<file path="src/rtl/fwd_pkg.sv">
// Shared types and constants for the forwarding / load-use hazard unit.
// Slot tags carry a fixed-width register field; narrower REG_AW values are zero-extended.
package fwd_pkg;

    localparam int NULL_REG_DEFAULT = 31;
    localparam int FWD_REGFILE      = 0;
    localparam int TAG_AW           = 8;

    typedef struct packed {
        logic              valid;
        logic [TAG_AW-1:0] rd;
        logic [TAG_AW-1:0] rt;
        logic              regwrite;
        logic              is_load;
        logic              is_store;
    } slot_tag_t;

    // A slot produces src when it is a live register writer of a real register.
    function automatic logic tag_writes(input slot_tag_t         t,
                                        input logic [TAG_AW-1:0] src,
                                        input logic [TAG_AW-1:0] null_reg);
        return t.valid && t.regwrite && (t.rd == src) && (t.rd != null_reg);
    endfunction

endpackage

</file>
<file path="src/rtl/fwd_tag_pipe.sv">
// Shift register of in-flight destination tags, slot 0 = EX, slot N_FWD = last writeback.
// Frozen by hold; a non-pushed cycle shifts in an all-zero bubble.
module fwd_tag_pipe
    import fwd_pkg::*;
#(
    parameter int N_FWD = 2
) (
    input  logic                  clk,
    input  logic                  rst,
    input  logic                  hold,
    input  logic                  push_valid,
    input  slot_tag_t             push_tag,
    output slot_tag_t [N_FWD:0]   slots
);

    always_ff @(posedge clk) begin
        if (rst) begin
            slots <= '0;
        end else if (!hold) begin
            for (int i = N_FWD; i > 0; i--) begin
                slots[i] <= slots[i-1];
            end
            slots[0] <= push_valid ? push_tag : '0;
        end
    end

endmodule

</file>
<file path="src/rtl/fwd_hazard_unit.sv">
// Forward-select, load-use stall and store-data forward generation for the integer pipeline.
// Selects are computed for the instruction leaving ID and registered so they arrive with it in EX.
module fwd_hazard_unit
    import fwd_pkg::*;
#(
    parameter int REG_AW     = 5,
    parameter int N_FWD      = 2,
    parameter int LOAD_READY = 2,
    parameter int NULL_REG   = NULL_REG_DEFAULT
) (
    input  logic                         clk,
    input  logic                         rst,
    input  logic                         id_valid,
    input  logic [REG_AW-1:0]            id_rs,
    input  logic [REG_AW-1:0]            id_rt,
    input  logic                         id_uses_rs,
    input  logic                         id_uses_rt,
    input  logic [REG_AW-1:0]            id_rd,
    input  logic                         id_regwrite,
    input  logic                         id_is_load,
    input  logic                         id_is_store,
    input  logic                         hold,
    input  logic                         flush,
    output logic                         stall,
    output logic [$clog2(N_FWD+1)-1:0]   ex_fwd_a,
    output logic [$clog2(N_FWD+1)-1:0]   ex_fwd_b,
    output logic                         mem_store_fwd
);

    localparam int                SEL_W    = $clog2(N_FWD + 1);
    localparam logic [TAG_AW-1:0] NULL_TAG = TAG_AW'(NULL_REG);

    typedef struct packed {
        logic [SEL_W-1:0] sel;
        logic             load_block;
    } src_res_t;

    slot_tag_t [N_FWD:0] slots;
    slot_tag_t           id_tag;
    src_res_t            res_a;
    src_res_t            res_b;
    logic                push_valid;
    logic                store_fwd_next;
    logic                unused_slot_bits;

    // Walk oldest to youngest so the youngest producer overwrites any older one.
    // A producer sitting in the last slot retires this cycle and reads back from the register file.
    function automatic src_res_t resolve(input slot_tag_t [N_FWD:0] s,
                                         input logic [TAG_AW-1:0]  src,
                                         input logic               used);
        src_res_t r;
        r.sel        = SEL_W'(FWD_REGFILE);
        r.load_block = 1'b0;
        for (int j = N_FWD; j >= 0; j--) begin
            if (tag_writes(s[j], src, NULL_TAG)) begin
                r.sel        = (j < N_FWD) ? SEL_W'(j + 1) : SEL_W'(FWD_REGFILE);
                r.load_block = s[j].is_load && ((j + 1) < LOAD_READY);
            end
        end
        if (!used) begin
            r = '0;
        end
        return r;
    endfunction

    always_comb begin
        id_tag          = '0;
        id_tag.valid    = 1'b1;
        id_tag.rd       = TAG_AW'(id_rd);
        id_tag.rt       = TAG_AW'(id_rt);
        id_tag.regwrite = id_regwrite;
        id_tag.is_load  = id_is_load;
        id_tag.is_store = id_is_store;
    end

    always_comb begin
        res_a = resolve(slots, TAG_AW'(id_rs), id_uses_rs);
        res_b = resolve(slots, TAG_AW'(id_rt), id_uses_rt);
    end

    // A flushed ID instruction never stalls: it becomes a bubble instead.
    assign stall      = id_valid && !flush && (res_a.load_block || res_b.load_block);
    assign push_valid = id_valid && !stall && !flush;

    assign store_fwd_next = slots[0].valid && slots[0].is_store
                         && tag_writes(slots[1], slots[0].rt, NULL_TAG);

    fwd_tag_pipe #(
        .N_FWD (N_FWD)
    ) u_tag_pipe (
        .clk        (clk),
        .rst        (rst),
        .hold       (hold),
        .push_valid (push_valid),
        .push_tag   (id_tag),
        .slots      (slots)
    );

    always_ff @(posedge clk) begin
        if (rst) begin
            ex_fwd_a      <= '0;
            ex_fwd_b      <= '0;
            mem_store_fwd <= 1'b0;
        end else if (!hold) begin
            ex_fwd_a      <= push_valid ? res_a.sel : SEL_W'(FWD_REGFILE);
            ex_fwd_b      <= push_valid ? res_b.sel : SEL_W'(FWD_REGFILE);
            mem_store_fwd <= store_fwd_next;
        end
    end

    // Older slots keep fields (rt, is_store) that only slot 0 / slot 1 consult.
    assign unused_slot_bits = ^slots;

endmodule

</file>
<file path="config.mk">
export PLATFORM = sky130hd
export DESIGN_NAME = fwd_hazard_unit
export DESIGN_NICKNAME = d
export VERILOG_FILES = /design/src/rtl/fwd_pkg.sv /design/src/rtl/fwd_tag_pipe.sv /design/src/rtl/fwd_hazard_unit.sv
export SDC_FILE = /design/constraint.sdc
export NUM_CORES = 1
export LEC_CHECK = 0
export CAP_MARGIN = 10
export CORE_MARGIN = 2
export CORE_UTILIZATION = 30
export DETAILED_ROUTE_END_ITERATION = 12
export PLACE_DENSITY_LB_ADDON = 0.15
export SYNTH_ARGS = -nofsm -noshare
export SYNTH_HDL_FRONTEND = slang
export SYNTH_SLANG_ARGS = --single-unit
</file>
<file path="constraint.sdc">
create_clock -name clk -period 2.8 [get_ports clk]
set_input_delay 0.56 -clock clk [delete_from_list [all_inputs] [get_ports clk]]
set_output_delay 0.56 -clock clk [all_outputs]
set_load 0.05 [all_outputs]
</file>
==> results.md, run 1 <==
- Die span in x: between 70 and 80 um
- Initial Util: 30.7%
- Largest net degree at the start of global routing: 17
- Slew headroom: 16.6%
- Syn_nets: 178
- Fillers: 426
- Inserted Diodes: 0
- Ports: 31
- Die height: approximately 70 um
- DR vias/cell: 4.80
- Slew Viols, Final: 0
- Final period utilization: 98.2%
- Sequential share of the synthesized area: between 30% and 40%
- CP max stage delay: about 440 ps
- Die footprint: 4950 um^2
- Root buffer selected by CTS: clkbuf_8
- CP Class: in2out
- Clock Latency Late Sink: 270 ps
- Crit Path Max Fanout: 2
- Vias in the first global route: 1186
- Row count: 24
- Most frequent cell after synthesis: nand2_1
- Placeable Area: 4290 um^2
- CTS max path bufs: 2
- Req. time, crit path: 2240 ps
- Synth top cells by count: nand2_1, dfxtp_1, xor2_1
- Yosys cell types: 31
- Top cell type by total area after synthesis: dfxtp_1
- Routability congestion estimate: 0.850
- Area contributors post-synth: dfxtp_1, xor2_1, nand2_1
- Grt total ovfl: 0
- Hold path startpoint: ex_fwd_a[1]
- Ratio of cells with drive above 1 in the final layout: a little over an eighth
- CP Cell Sequence: clkdlybuf4s50_1, xor2_1, nor4_2, nand3_2, a21boi_4, and3b_2, buf_12
- First-pass GRT wire length: 5.74 mm
- WHS: 460 ps
- Synth Instances: ~150
- CTS clk-pin slew, worst paths: ~90 ps
- Final setup viols: 0
- Arr. time, crit path: 2190 ps
- Total GRT Usage: 14.6%
- Top cell type's share of synthesized area: between 30% and 40%
- Maxcap violations: 0
- #FFs+latches synth: 26
- Initial DRC Count: between 40 and 50
- IO Port Bufs: 30
- HP Class: reg2reg
- # nets final: 212
- DR pass1 iterations: 4
- Post-DP Area: ~1700 um^2
- VDD IR max: approximately 0.00022 V
- Pwr dens: 404 nW/um^2
- Post-DR wirelength/cell: 14.6 um
- TNS Setup: 0 ps
- Routed via count: 1142
- DRT Wirelength: 3.48 mm
- TritonCTS clock tree: done
- LEAKAGE: 0.728 nW
- Area grow syn2layout: 34.8%
- DR DRC count: 0
- Startpoint Class: input pin
- Worst setup path startpoint: id_rs[1]
- Crit. End Element: output pin
- Maximum clock rate: 364 MHz
- Status: finished, final reports clean
- Hpwl dp: 2.63 mm
- Number of flops mapped to enable cells by yosys: 0
- Post-Syn Area: 1320 um^2
- PnR worst setup slack: 50.4 ps
- Clock skew: 4.19 ps
- Worst-path cell with the longest stage delay: clkdlybuf4s50_1
- Pre-CTS setup slack: -5.39 ps
- Yosys warns: 0
- FFs w/ async S/R, synth: 0%
- Hold_buf cts: 0
- Final core occ: 41.4%
- CTS Buf Count: 3
- RSZ-0062 raised after global routing: no
- Worst reg2reg path startpoint: u_tag_pipe.slots[15]
- Final hold viol count: 0
- Sink Count: 26
- Initial antenna violation count: 0
- Main synth FF type: dfxtp_1
- Final Cell Area: 1780 um^2
- Antenna Nets Post-Route: 0
- CTS HTree Levels: 1
- Worst-Margin Slew: 1250 ps
- Average size of a mapped cell: 8.63 um^2
- Period minus WS final: 2750 ps
## power by group
group / switching, mW / internal, mW
registers: 0.00823 / 0.376
clock network: 0.118 / 0.126
logic: 0.0401 / 0.0510
total: 0.166 / 0.553
## cell usage in the layout (no fill, tap or decap), types with 2 or more instances in the layout
cell type,instances
buf_4,8
o31ai_1,3
mux2i_1,7
o21ai_1,2
clkbuf_8,4
nor4_1,3
o21ai_0,11
nand2_1,37
nand3_2,2
nand4_1,2
a211oi_2,2
xnor2_1,2
nor4_2,2
dlymetal6s2s_1,3
or3_1,2
nor2_1,8
dfxtp_1,26
xor2_1,23
clkdlybuf4s50_1,26
## cells by family (layout without fill, tap and decap cells)
kind of cell,Yosys count,in the layout,synth area share (%)
xor gates and xnor gates,25,25,16.6
and+or+nand+nor,63,63,23.5
DFF,26,26,39.4
buffers and inverters,9,42,3.03
muxes,7,7,5.31
AOI/OAI and AO/OA,23,23,12.1
## layout make-up
type / count / area (um^2) / share of cell area (%)
timing repair buffer: 38 / 378 / 21.2
clock buffer: 4 / 55.1 / 3.09
sequential: 26 / 520 / 29.3
multi-input combinational: 118 / 761 / 42.8
tap: 52 / 65.1 / 3.66
## worst paths after layout
check / to / slack, ps / cells past startpoint
max: stall / 50 / 7
min reg2reg: ex_fwd_a[1] / 460 / 2
min: ex_fwd_a[1] / 460 / 2
max reg2reg: u_tag_pipe.slots[5] / 1020 / 6
## stage by stage
step / std cells / power [mW]
2_1_floorplan: 153 / 0.429
3_3_place_gp: 232 / 0.482
3_5_place_dp: 232 / 0.485
4_1_cts: 236 / 0.727
5_1_grt: 238 / 0.748
6_report: 238 / 0.718
## state kept, by name, summed over array words and instances, names as in the netlist
name              count
ex_fwd_a              2
ex_fwd_b              2
mem_store_fwd         1
u_tag_pipe.slots     21
## worst max-delay path: cells and delay by family
kind	cells	cell delay [ps]
xor gates and xnor gates	1	170
AOI/OAI and AO/OA	1	150
buffers and inverters	2	580
and+or+nand+nor	3	720
## what timing repair did
item                       CTS  global route
gates resized for setup      0             4
setup buffers                0             2
setup endpoints to repair    0             1
## per-layer routing
| metal | routed length (um) | vias up | global-route usage (%) |
|---|---|---|---|
| met5 | 0 | - | 0 |
| met4 | 22 | 0 | 4.91 |
| met3 | 136 | 2 | 2.16 |
| met2 | 1670 | 27 | 25.3 |
| met1 | 1640 | 530 | 18.5 |
| li1 | - | 583 | - |
(Power assumes the default switching activity.)
==> run 2, diff against run 1 <==
==> constraint.sdc (replaced) <==
create_clock -name clk -period 2.53 [get_ports clk]
set_input_delay 0.506 -clock clk [delete_from_list [all_inputs] [get_ports clk]]
set_output_delay 0.506 -clock clk [all_outputs]
set_load 0.05 [all_outputs]
==> run 2 against run 1 <==
Against the previous run:
- hold slack worse by 2.3 ps
- critical path depth unchanged
- core utilization up 0.79 points
- final cell count up 2.5%
- die area unchanged
- clock power up 10%
- critical path type unchanged
==> results.md, run 2 (same netlist as run 1, synthesis figures left out) <==
- Status: finished, final reports clean
- Worst R2R End: u_tag_pipe.slots[3]
- Initial antenna violation count: 0 (unchanged)
- P_sw: 182 uW (+9.9%)
- Clk pwr share: 33.5% (-0.4 points)
- IO Port Bufs: 30 (unchanged)
- Final core occ: 42.2% (+0.79 points)
- Fillers: 437 (+2.6%)
- CTS max path bufs: 2 (unchanged)
- Worst reg2reg path startpoint: u_tag_pipe.slots[13]
- Hold Crit Depth: 2 (unchanged)
- Initial Util: 30.7% (unchanged)
- Largest regs: u_tag_pipe.slots (21), ex_fwd_a (2), ex_fwd_b (2)
- Post-layout power: 798 uW (+11%)
- Post-DR wirelength/cell: 13.8 um (-5.5%)
- Placed cells: 237 (+2.2%)
- Hpwl dp: 2.56 mm (-2.9%)
- Slew headroom: 64.4% (+48 points)
- Grt total ovfl: 0 (unchanged)
- First-pass GRT wire length: 5.60 mm (-2.4%)
- Placeable Area: 4290 um^2 (unchanged)
- Crit. End Element: output pin
- Period minus WS final: 2460 ps
- Die span in x: 70.3 um (unchanged)
- Req. time, crit path: 2020 ps (-220 ps)
- Initial DRC Count: 26 (-45%)
- TNS Setup: 0 ps (unchanged)
- Clock Latency Late Sink: 270 ps (about the same)
- Slew Viols, Final: 0 (unchanged)
- Largest net degree at the start of global routing: 17 (unchanged)
- Part of the power in registers: 53.2% (-0.3 points)
- CTS Buf Count: 3 (unchanged)
- Worst setup path startpoint: id_rs[2]
- # nets final: 218 (+2.8%)
- Row count: 24 (unchanged)
- Crit Path Max Fanout: 2 (unchanged)
- Antenna Nets Post-Route: 0 (unchanged)
- Maxcap violations: 0 (unchanged)
- Root buffer selected by CTS: clkbuf_8
- DRT Wirelength: 3.37 mm (-3.1%)
- Total GRT Usage: 14.4% (-0.24 points)
- CTS clk-pin slew, worst paths: 90 ps (about the same)
- Vias in the first global route: 1174 (-1.0%)
- WHS: 458 ps (-2.26 ps)
- Pre-CTS setup slack: -165 ps (-159 ps)
- Ratio of cells with drive above 1 in the final layout: 16.7% (+3.2 points)
- DR pass1 iterations: 4 (unchanged)
- Slack of the worst reg-to-reg path: 810 ps (-210 ps)
- Pwr dens: 440 nW/um^2 (+9.0%)
- LEAKAGE: 0.752 nW (+3.3%)
- DR vias/cell: 4.67 (-2.7%)
- FF+latch area: 522 um^2 (+0.24%)
- Worst-Margin Slew: 533 ps (-716 ps)
- Area grow syn2layout: 37.3%
- Inserted Diodes: 0 (unchanged)
- Die footprint: 4950 um^2 (unchanged)
- Combinational Power Share: 13.2% (+0.5 points)
- CTS HTree Levels: 1 (unchanged)
- Maximum clock rate: around 410 MHz
- Routed via count: 1139 (-0.26%)
- TritonCTS clock tree: done
- Final Cell Area: 1810 um^2 (+1.9%)
- Hold endpoint: ex_fwd_a[1]
- HP Class: reg2reg
- PnR worst setup slack: 73.4 ps (+23.1 ps)
- Die height: 70.3 um (unchanged)
- VDD IR max: 0.000196 V (-10%)
- Final hold viol count: 0 (unchanged)
- Commonest non-fill, non-tap cell in the layout: nand2_1
- Most frequent cells in the layout: nand2_1, dfxtp_1, xor2_1, clkdlybuf4s50_1, buf_4
- Hold path startpoint: ex_fwd_a[1]
- Final setup viols: 0 (unchanged)
- Sw Share: 22.8% (-0.25 points)
- Top reg by flops: u_tag_pipe.slots
- Internal Power: 616 uW (+11%)
- Routability congestion estimate: 0.864 (+1.7%)
- RSZ-0062 raised after global routing: no
- Non-filler cells, final: 244 (+2.5%)
- Sink Count: 26 (unchanged)
- Multi-input logic area: 761 um^2 (unchanged)
- Arr. time, crit path: 1950 ps (-240 ps)
- Ports: 31 (unchanged)
- Post-DP Area: 1740 um^2 (+2.2%)
- Clock skew: 6.57 ps (+2.38 ps)
- CP Class: in2out
- Startpoint Class: input pin
- Hold_buf cts: 0 (unchanged)
- Number of flip-flops in the largest register: 21 (unchanged)
- R2R depth: 6 (unchanged)
- DR DRC count: 0 (unchanged)
- Final period utilization: 97.1%
[run 2: cell type report]
type / instances / area share [%]
clock buffers: 4 / 3.04
multi-input cells: 118 / 42.0
flip-flops and latches: 26 / 28.8
well taps: 52 / 3.59
repair buffers: 44 / 22.6
[run 2: what timing repair did]
action | CTS | global route
pin swaps | 8 | 6
buffers inserted | 1 | 1
endpoints found under the setup margin | 1 | 1
gates resized for setup | 10 | 2
[run 2: layer usage]
metal / vias to the layer above / GRT usage (%) / part of all wire, %
li1: 593 / - / -
met3: 4 / 2.89 / 4.1
met4: 0 / 5.98 / 1.4
met2: 23 / 24.6 / 49
met1: 519 / 17.4 / 46
met5: - / 0 / 0
[run 2: power groups by stage]
stage / registers, mW / logic [mW] / clock network [mW]
3_3_place_gp: 0.434 / 0.104 / 0
4_1_cts: 0.425 / 0.103 / 0.277
5_1_grt: 0.426 / 0.115 / 0.289
6_report: 0.425 / 0.106 / 0.268
3_5_place_dp: 0.435 / 0.106 / 0
2_1_floorplan: 0.431 / 0.0438 / 0
[run 2: worst max-delay path, cell delays in order]
cell and delay, ps:
dlygate4sd2_1 250, xor2_1 160, nor4_2 370, nand3_2 160, a21boi_4 150, and3b_2 220
buf_12 140
[run 2: how the worst max path moves through the flow]
stage | endpoint | slack [ps] | cells after the start
2_1_floorplan | stall | 230 | 5
3_3_place_gp | stall | -110 | 7
3_5_place_dp | stall | -160 | 7
4_1_cts | stall | 6 | 6
5_1_grt | stall | 3 | 7
6_report | stall | 70 | 7
==> run 3, diff against run 2 <==
--- a/config.mk
+++ b/config.mk
@@ -5,7 +5,7 @@
 export SDC_FILE = /design/constraint.sdc
 export NUM_CORES = 1
 export LEC_CHECK = 0
-export CAP_MARGIN = 10
+export CAP_MARGIN = 20
 export CORE_MARGIN = 2
 export CORE_UTILIZATION = 30
 export DETAILED_ROUTE_END_ITERATION = 12
==> run 3 against run 2 <==
Against the previous run:
- sequential share of layout area is 0.26 points lower
- clock power increased by 28%
- register-to-register slack lost 80 ps
- sequential cell count unchanged
- design area increased by 0.90%
- power grew 9.1%
- largest cell class unchanged
- highest routed layer unchanged
==> results.md, run 3 (same netlist as run 1, synthesis figures left out) <==
- Status: finished, final reports clean
- Crit Path Max Fanout: 2 (unchanged)
- Die span in x: 70.3 um (unchanged)
- Area grow syn2layout: 38.6%
- Maximum clock rate: 408 MHz (+0.19%)
- Slack of the worst reg-to-reg path: 730 ps (-80 ps)
- Hold_buf cts: 0 (unchanged)
- Sink Count: 26 (unchanged)
- R2R depth: 6 (unchanged)
- Worst R2R End: ex_fwd_a[0]
- Routed via count: 1151 (+1.1%)
- Pwr dens: 476 nW/um^2 (+8.1%)
- Worst path top cell family by delay: simple AND/OR/NAND/NOR gates
- Worst reg2reg path startpoint: u_tag_pipe.slots[13]
- Die height: 70.3 um (unchanged)
- TritonCTS clock tree: done
- Number of flip-flops in the largest register: 21 (unchanged)
- # nets final: 218 (unchanged)
- WL met3: 142 um (+2.9%)
- Commonest non-fill, non-tap cell in the layout: nand2_1
- Largest regs: u_tag_pipe.slots (21), ex_fwd_a (2), ex_fwd_b (2)
- IO Port Bufs: 30 (unchanged)
- Clock Latency Late Sink: 270 ps (about the same)
- CTS max path bufs: 2 (unchanged)
- HP Class: reg2reg
- CP Class: in2out
- RSZ-0062 raised after global routing: no
- PnR worst setup slack: 78.2 ps (+4.75 ps)
- Initial DRC Count: 26 (unchanged)
- Slew Viols, Final: 0 (unchanged)
- Hpwl dp: 2.62 mm (+2.2%)
- Hold Crit Depth: 2 (unchanged)
- Antenna Nets Post-Route: 0 (unchanged)
- Placeable Area: 4290 um^2 (unchanged)
- Hold endpoint: ex_fwd_a[1]
- Metal1 wirelength: 1.62 mm (+5.4%)
- Root buffer selected by CTS: clkbuf_8
- Final hold viol count: 0 (unchanged)
- Vias in the first global route: 1213 (+3.3%)
- CP Cell Sequence: dlygate4sd2_1, xor2_1, nor4_2, nand3_2, a21boi_4, and3b_2, buf_12
- Hold path startpoint: ex_fwd_a[1]
- Part of the power in registers: 48.8% (-4.4 points)
- Most frequent cells in the layout: nand2_1, dfxtp_1, xor2_1, clkdlybuf4s50_1, buf_4
- Grt total ovfl: 0 (unchanged)
- Slew headroom: 65.8% (+1.4 points)
- Top Metal Used: met4
- Initial antenna violation count: 0 (unchanged)
- Post-DR wirelength/cell: 13.9 um (+0.33%)
- Routability congestion estimate: 0.864 (unchanged)
- CTS clk-pin slew, worst paths: 100 ps (about the same)
- Final period utilization: 96.9% (-0.19 points)
- VDD IR max: 0.000253 V (+29%)
- Clk pwr share: 39.4% (+5.9 points)
- Clock skew: 9.17 ps (+2.60 ps)
- Initial Util: 30.7% (unchanged)
- Ratio of cells with drive above 1 in the final layout: 16.7% (unchanged)
- Die footprint: 4950 um^2 (unchanged)
- Arr. time, crit path: 1950 ps (about the same)
- Worst-Margin Slew: 511 ps (-21.5 ps)
- DRT Wirelength: 3.38 mm (+0.33%)
- Non-filler cells, final: 244 (unchanged)
- Inserted Diodes: 0 (unchanged)
- Worst-path cell with the longest stage delay: nor4_2
- Ports: 31 (unchanged)
- Final core occ: 42.6% (+0.38 points)
- P_sw: 185 uW (+1.4%)
- Routed wl met2: 1.56 mm (-5.2%)
- Startpoint Class: input pin
- CTS Buf Count: 3 (unchanged)
- Top reg by flops: u_tag_pipe.slots
- First-pass GRT wire length: 5.60 mm (-0.12%)
- DR pass1 iterations: 4 (unchanged)
- Sw Share: 21.2% (-1.6 points)
- Final setup viols: 0 (unchanged)
- DR DRC count: 0 (unchanged)
- CTS HTree Levels: 1 (unchanged)
- Combinational Power Share: 11.8% (-1.4 points)
- Largest net degree at the start of global routing: 17 (unchanged)
- Buffers & Inverters on Critical Path: 2 (unchanged)
- Req. time, crit path: 2020 ps (about the same)
- CP max stage delay: 360 ps (about the same)
- Crit. End Element: output pin
- Internal Power: 686 uW (+11%)
- Period minus WS final: 2450 ps (-4.75 ps)
- LEAKAGE: 0.757 nW (+0.66%)
- Total GRT Usage: 14.2% (-0.14 points)
- Pre-CTS setup slack: -163 ps (+2.07 ps)
- Fillers: 427 (-2.3%)
- Row count: 24 (unchanged)
- Maxcap violations: 0 (unchanged)
- DR vias/cell: 4.72 (+1.1%)
- Placed cells: 238 (+0.42%)
-- run 3: cell count changes in the layout (fill, tap and decap cells not counted), sizes merged --
cell,change
clkbuf,-1
bufinv,+1
-- run 3: power by group through the flow --
stage,combinational (mW),clock [mW],sequential [mW]
after global routing,0.112,0.362,0.426
after detailed placement,0.108,0,0.435
after floorplan,0.0438,0,0.431
after CTS,0.103,0.350,0.425
after global placement,0.104,0,0.434
final,0.103,0.343,0.425
-- run 3: how the worst max path moves through the flow --
stage | end | slack [ps] | startpoint | cells after the start
2_1_floorplan | stall | 230 | id_rt[2] | 5
3_3_place_gp | stall | -110 | id_rt[0] | 7
3_5_place_dp | stall | -160 | id_rs[2] | 7
4_1_cts | stall | 10 | u_tag_pipe.slots[15] | 6
5_1_grt | stall | 10 | id_rs[2] | 7
6_report | stall | 80 | id_rs[2] | 7
-- run 3: through the flow --
stage	area [um^2]	total power, mW	setup TNS, ps	hold WS, ps
2_1_floorplan	1320	0.475	0	425
3_3_place_gp	1740	0.539	-112	442
3_5_place_dp	1750	0.542	-163	445
4_1_cts	1830	0.878	0	464
5_1_grt	1830	0.901	0	486
6_report	1830	0.871	0	460
-- run 3: timing repair --
| item | in CTS | in global routing |
|---|---|---|
| setup buffers | 2 | 0 |
| cloned | 0 | 0 |
| pin swaps | 8 | 6 |
| setup endpoints to repair | 1 | 1 |
| gates resized for setup | 10 | 2 |
-- run 3: area by class of cell --
cell class | instances | area, um^2 | share of cell area, %
flip-flops and latches | 26 | 522 | 28.5
clock inverters | 1 | 30.0 | 1.64
clock buffers | 3 | 41.3 | 2.26
repair buffers | 44 | 410 | 22.4
well taps | 52 | 65.1 | 3.56
multi-input cells | 118 | 761 | 41.6
-- run 3: tightest hold or removal path, delay by kind of cell, from the launching register on --
kind | cells | cell delay [ps]
AOI/OAI and AO/OA | 1 | 50
DFF | 1 | 320
and+or+nand+nor | 1 | 50
-- run 3: metal layers --
| metal | up-vias | global-route usage (%) |
|---|---|---|
| li1 | 593 | - |
| met3 | 6 | 2.89 |
| met1 | 525 | 18.3 |
| met4 | 0 | 5.77 |
| met2 | 27 | 23.2 |
| met5 | - | 0 |
